$ cat src/rtl/key_change_scheduler.sv
// Periodic key-rotation scheduler: prescaled seconds timebase, level key request
// with busy masking and ack handshake, active key index and a sticky overrun flag.
module key_change_scheduler #(
    parameter  int CLK_FREQ         = 1000000,
    parameter  int KEYCHANGE_PERIOD = 5,
    parameter  int NUM_KEYS         = 8,
    localparam int IDX_W            = $clog2(NUM_KEYS)
) (
    input  logic             sys_clk,
    input  logic             rst,
    input  logic             enable,
    input  logic             busy,
    input  logic             key_ack,
    input  logic             force_change,
    input  logic             clr_overrun,
    output logic             key_req,
    output logic [IDX_W-1:0] key_index,
    output logic             key_changed,
    output logic [7:0]       sec_left,
    output logic             overrun
);

    localparam int                CNT_W      = (CLK_FREQ > 1) ? $clog2(CLK_FREQ) : 1;
    localparam logic [CNT_W-1:0]  CYC_LAST   = CNT_W'(CLK_FREQ - 1);
    localparam logic [7:0]        SEC_RELOAD = 8'(KEYCHANGE_PERIOD);
    localparam logic [IDX_W-1:0]  IDX_LAST   = IDX_W'(NUM_KEYS - 1);

    typedef enum logic {IDLE, PENDING} state_t;

    state_t           state, state_nxt;
    logic [CNT_W-1:0] cyc_cnt;
    logic             wrap, expiry, ack, force_go, ovr_set;

    always_comb begin
        wrap     = enable && (cyc_cnt == CYC_LAST);
        expiry   = wrap && (sec_left == 8'd1);
        ack      = key_req && key_ack;
        force_go = enable && force_change;
        // A force landing on an expiry edge merges into one request, never an overrun.
        ovr_set  = expiry && (state == PENDING) && !ack && !force_go;
        state_nxt = state;
        if (expiry || force_go)
            state_nxt = PENDING;
        else if (ack)
            state_nxt = IDLE;
    end

    always_ff @(posedge sys_clk) begin
        if (rst) begin
            state       <= IDLE;
            cyc_cnt     <= '0;
            sec_left    <= SEC_RELOAD;
            key_index   <= '0;
            key_changed <= 1'b0;
            overrun     <= 1'b0;
            key_req     <= 1'b0;
        end else begin
            // Timebase runs freely; it never waits on the handshake.
            if (!enable || force_go) begin
                cyc_cnt  <= '0;
                sec_left <= SEC_RELOAD;
            end else if (wrap) begin
                cyc_cnt  <= '0;
                sec_left <= (sec_left == 8'd1) ? SEC_RELOAD : sec_left - 8'd1;
            end else begin
                cyc_cnt  <= cyc_cnt + 1'b1;
            end

            state       <= state_nxt;
            key_req     <= (state_nxt == PENDING) && !busy;
            key_changed <= ack;

            if (ack)
                key_index <= (key_index == IDX_LAST) ? '0 : key_index + 1'b1;

            if (ovr_set)
                overrun <= 1'b1;
            else if (clr_overrun)
                overrun <= 1'b0;
        end
    end

endmodule
$ cat config.mk
export PLATFORM = sky130hd
export DESIGN_NAME = key_change_scheduler
export DESIGN_NICKNAME = d
export VERILOG_FILES = /design/src/rtl/key_change_scheduler.sv
export SDC_FILE = /design/constraint.sdc
export NUM_CORES = 1
export LEC_CHECK = 0
export BUFFER_PORTS_ARGS = -buffer_cell sky130_fd_sc_hd__buf_2
export CAP_MARGIN = 20
export CORE_ASPECT_RATIO = 0.6
export CORE_MARGIN = 5
export CORE_UTILIZATION = 45
export CTS_BUF_LIST = sky130_fd_sc_hd__clkbuf_4 sky130_fd_sc_hd__clkbuf_8
export DETAILED_ROUTE_END_ITERATION = 12
export PLACE_DENSITY_LB_ADDON = 0.2
export SLEW_MARGIN = 20
export SYNTH_ARGS = -nofsm -noshare
export SYNTH_HDL_FRONTEND = slang
export SYNTH_SLANG_ARGS = --single-unit
$ cat constraint.sdc
create_clock -name sys_clk -period 2.7 [get_ports sys_clk]
set_clock_uncertainty 0.15 [all_clocks]
set_input_delay 0.54 -clock sys_clk [delete_from_list [all_inputs] [get_ports sys_clk]]
set_output_delay 0.54 -clock sys_clk [all_outputs]
set_load 0.01 [all_outputs]
## Yosys cells after proc, flatten, opt, wreduce, memory -nomap -nowiden

Cells that the tools add are included.

- Reductions and logical operators: 17
- Multiplexer cells: 6
- Equal/unequal tests: 3
- $add $sub $neg: 3

Operators with widths:

| cell | count |
|---|---|
| adder 20 x 1 -> 20 bit (second input constant) | 1 |
| equality test 20 bit (second input constant) | 1 |
| equality test 8 x 1 -> 1 bit (second input constant) | 1 |
| logical AND 1 bit | 8 |
| 2-to-1 mux 8 bit | 1 |
| subtractor 8 x 1 -> 8 bit (second input constant) | 1 |
| logical NOT 1 bit | 4 |
| 2-to-1 mux 1 bit | 4 |
| adder 3 x 1 -> 3 bit (second input constant) | 1 |
| equality test 3 bit (second input constant) | 1 |
| 2-to-1 mux 3 bit | 1 |
| OR reduction 3 bit | 1 |
| logical OR 1 bit | 2 |
| nonzero test 2 bit | 1 |
| OR reduction 2 bit | 1 |

- Bits of input ports: 7
- Word-level logic and storage cells: 36
- Register bits: 35

## Depth between registers and ports, before layout

- Depth in word-level cells: 7
- Mapped depth: 7
- Depth with buffers taken out: 6

## Worst setup path before layout

Ideal clock, no wire load.

- Path kind: flip-flop to flip-flop
- From: reg cyc_cnt[13]
- To: reg sec_left[2]
- Path buffers: 0
- Data required time: 2436 ps
- Slack: 816 ps
- Cell stages (with the launch flop): 6
- Data arrival time: 1620 ps
- Cell sequence: dfxtp_1 > or4b_1 > nor4_2 > and3_4 > nand4_1 > a21o_1

- Longest elaborated chain between the ends: 2

Ends and longest elaborated chain:

| what | line | RTL |
|---|---|---|
| start: declaration | 31 | `logic [CNT_W-1:0] cyc_cnt;` |
| start signal: assignment | 66 | `cyc_cnt <= cyc_cnt + 1'b1;` |
| equality test 20 bit | 35 | `wrap = enable && (cyc_cnt == CYC_LAST);` |
| logical AND 1 bit | 35 |  |
| end signal: assignment | 64 | `sec_left <= (sec_left == 8'd1) ? SEC_RELOAD : sec_left - 8'd1;` |
| end: declaration | 19 | `output logic [7:0] sec_left,` |

No other way between the ends.
A chain may end at the register's enable or synchronous reset.

## Worst setup path in the final report

- From: reg cyc_cnt[0]
- To: reg sec_left[5]

The elaborated chain is that of the path after synthesis.

==> metrics <==
Synth area leader dfxtp_1; most frequent cells in the layout dfxtp_1 (35), nor2_1 (34), buf_2 (20); Die H 56.4 um; first-pass GRT wire length 5.94 mm; Pwr Density 498 nW/um2; dpl hpwl 2.45 mm; Synth Warn # 0; vias in the first global route 1294; I/O Buffers 20; nets@finish 225; Synth cell types 34; wire length per cell 12.9 um; ant diodes 0; largest net degree at the start of global routing 21; fmax 464 MHz; Clock Path Buffers 2; drt initial violations 59; Clk pwr share 0.409; Leakage 0.669 nW; Synthesized Nets 201; Core ar. 3360 um2; DRT Pass-1 Iters 4; Psw 195 uW; setup TNS 0 ns; unrepaired setup endpoints after global routing false; GRT Total Usage 0.153; peak supply drop 0.272 mV; Die X 87.4 um; Flop pwr share 0.565; Final ANT Viol Nets 0; syn_area_per_cell 8.56 um2; Congestion Overflow GR 0; WP data required 2.76 ns; critical path peak fanout 8; Clock Latency Late Sink 0.28 ns; CTS buffer count 5; Synth Register Bits 35; Max transition margin 0.585; CP cell instances ha_1, nand2_1, nor2_4, nand4_1, or4b_1, a21oi_1; number of antenna violations at the first check in global routing 0; Hold Fails Final Rpt 0; CP Class reg -> reg; Worst Setup End Kind register; fin crit period 2.15 ns; Slowest cell on crit path or4b_1; Residual DRC 0; number of fill cells 332; GP Congestion 0.742; internal power 729 uW; Clock Sinks 35; root buf cell clkbuf_8; register area 701 um2; Total Power 924 uW; synthesized netlist cell count 189; die area 4930 um2; number of setup buffers added after CTS 0; Most used DFF post-synth dfxtp_1; Initial Utilization 0.481; post-synth top area share 0.433; HP Class in -> reg; Max-Cap Viols 0; max-slew violations 0; Hold-fix buffers, CTS 0; CP peak stage delay 0.57 ns; drt total wl 3.34 mm; TritonCTS clock tree built; I/O pins 21; Worst EP arrival 2.21 ns; Worst Setup Start Kind register; area occupied by multi-input gates 883 um2; CTS H-tree depth 2; number of synthesized flops with an enable pin 0; clock-pin slew on the worst setup and hold paths 0.07 ns; combinational power share 0.026; status finished clean; Cell Rows 16; switch share 0.211; Worst-Margin Slew 0.617 ns; commonest non-fill, non-tap cell in the layout dfxtp_1; setup violators final 0; Via density 5.23; cells resized by post-CTS repair 0; post-synthesis async set-or-reset flop share 0; synthesized area 1620 um2; Area Overhead vs Synth 14.7%; share of layout cells above drive strength 1 0.173; top post-synthesis cells by area dfxtp_1 (43%), nor2_1 (7.9%), xor2_1 (6.5%), nand3_1 (4.6%), a21oi_1 (4.0%); via count 1354; Seq/Total Area, Yosys 0.433; Tcrit/Tclk final 0.798; hold slack final 0.266 ns
-- worst max-delay path: cells and delay by family, from the launching register on --
| family | cells | cell delay, ns |
|---|---|---|
| fa+ha+maj | 1 | 0.23 |
| flops | 1 | 0.40 |
| simple gates | 4 | 1.15 |
| compound gates | 1 | 0.16 |
-- power groups by stage --
stage | logic [mW] | clock network (mW) | registers [mW]
floorplan | 0.0138 | 0 | 0.534
global placement | 0.0238 | 0 | 0.534
detailed placement | 0.0244 | 0 | 0.534
CTS | 0.0245 | 0.398 | 0.522
global route | 0.0278 | 0.423 | 0.522
finish | 0.0241 | 0.378 | 0.522
-- through the flow --
stage	utilization	instance area, um2	setup WS, ns	cells
detailed placement	0.525	1770	0.586	251
finish	0.552	1860	0.545	259
CTS	0.552	1860	0.558	259
global route	0.552	1860	0.350	259
floorplan	-	1620	0.816	189
global placement	0.525	1770	0.682	251
-- routing by layer --
layer	global-route usage	vias up	wire length, um
li1	-	709	-
met1	0.214	613	1720
met2	0.216	32	1440
met3	0.0468	0	174
met4	0.0613	0	0
met5	0	-	0
-- cell usage after synthesis (4+ instances only) --
cell and number:
dfxtp_1 35, xor2_1 12, nand4_1 5, nand3_1 15, nor2_1 34, ha_1 5
xnor2_1 6, nand2_1 16, o21ai_0 5, a21oi_1 13, nor3_1 4
-- final timing paths --
kind | start | to | slack, ns | cells after the start
max | cyc_cnt[0] | sec_left[5] | 0.55 | 6
min | busy | key_req | 0.27 | 2
max reg2reg | cyc_cnt[0] | sec_left[5] | 0.55 | 6
min reg2reg | overrun | overrun | 0.30 | 2
-- final cells by class --
class / count / area share
multi-input cells: 146 / 0.476
well taps: 45 / 0.0303
clock inverters: 1 / 0.00270
clock buffers: 7 / 0.0452
flip-flops and latches: 35 / 0.378
repair buffers: 22 / 0.0620
inverters: 3 / 0.00607
-- cells by family (layout without fill, tap and decap cells) --
| logic type | Yosys count | in the layout | share of synthesized area |
|---|---|---|---|
| simple gates | 99 | 99 | 0.325 |
| fa+ha+maj | 5 | 5 | 0.0387 |
| xor+xnor | 18 | 18 | 0.0974 |
| buf+inv | 8 | 33 | 0.0209 |
| compound gates | 24 | 24 | 0.0851 |
| flops | 35 | 35 | 0.433 |
-- flip-flops by register name, indices dropped and copies added, names as in the netlist --
name and count:
key_req 1, sec_left 8, overrun 1, key_changed 1
key_index 3, cyc_cnt 20, state 1
No activity file was read; power rests on OpenSTA's default activity.
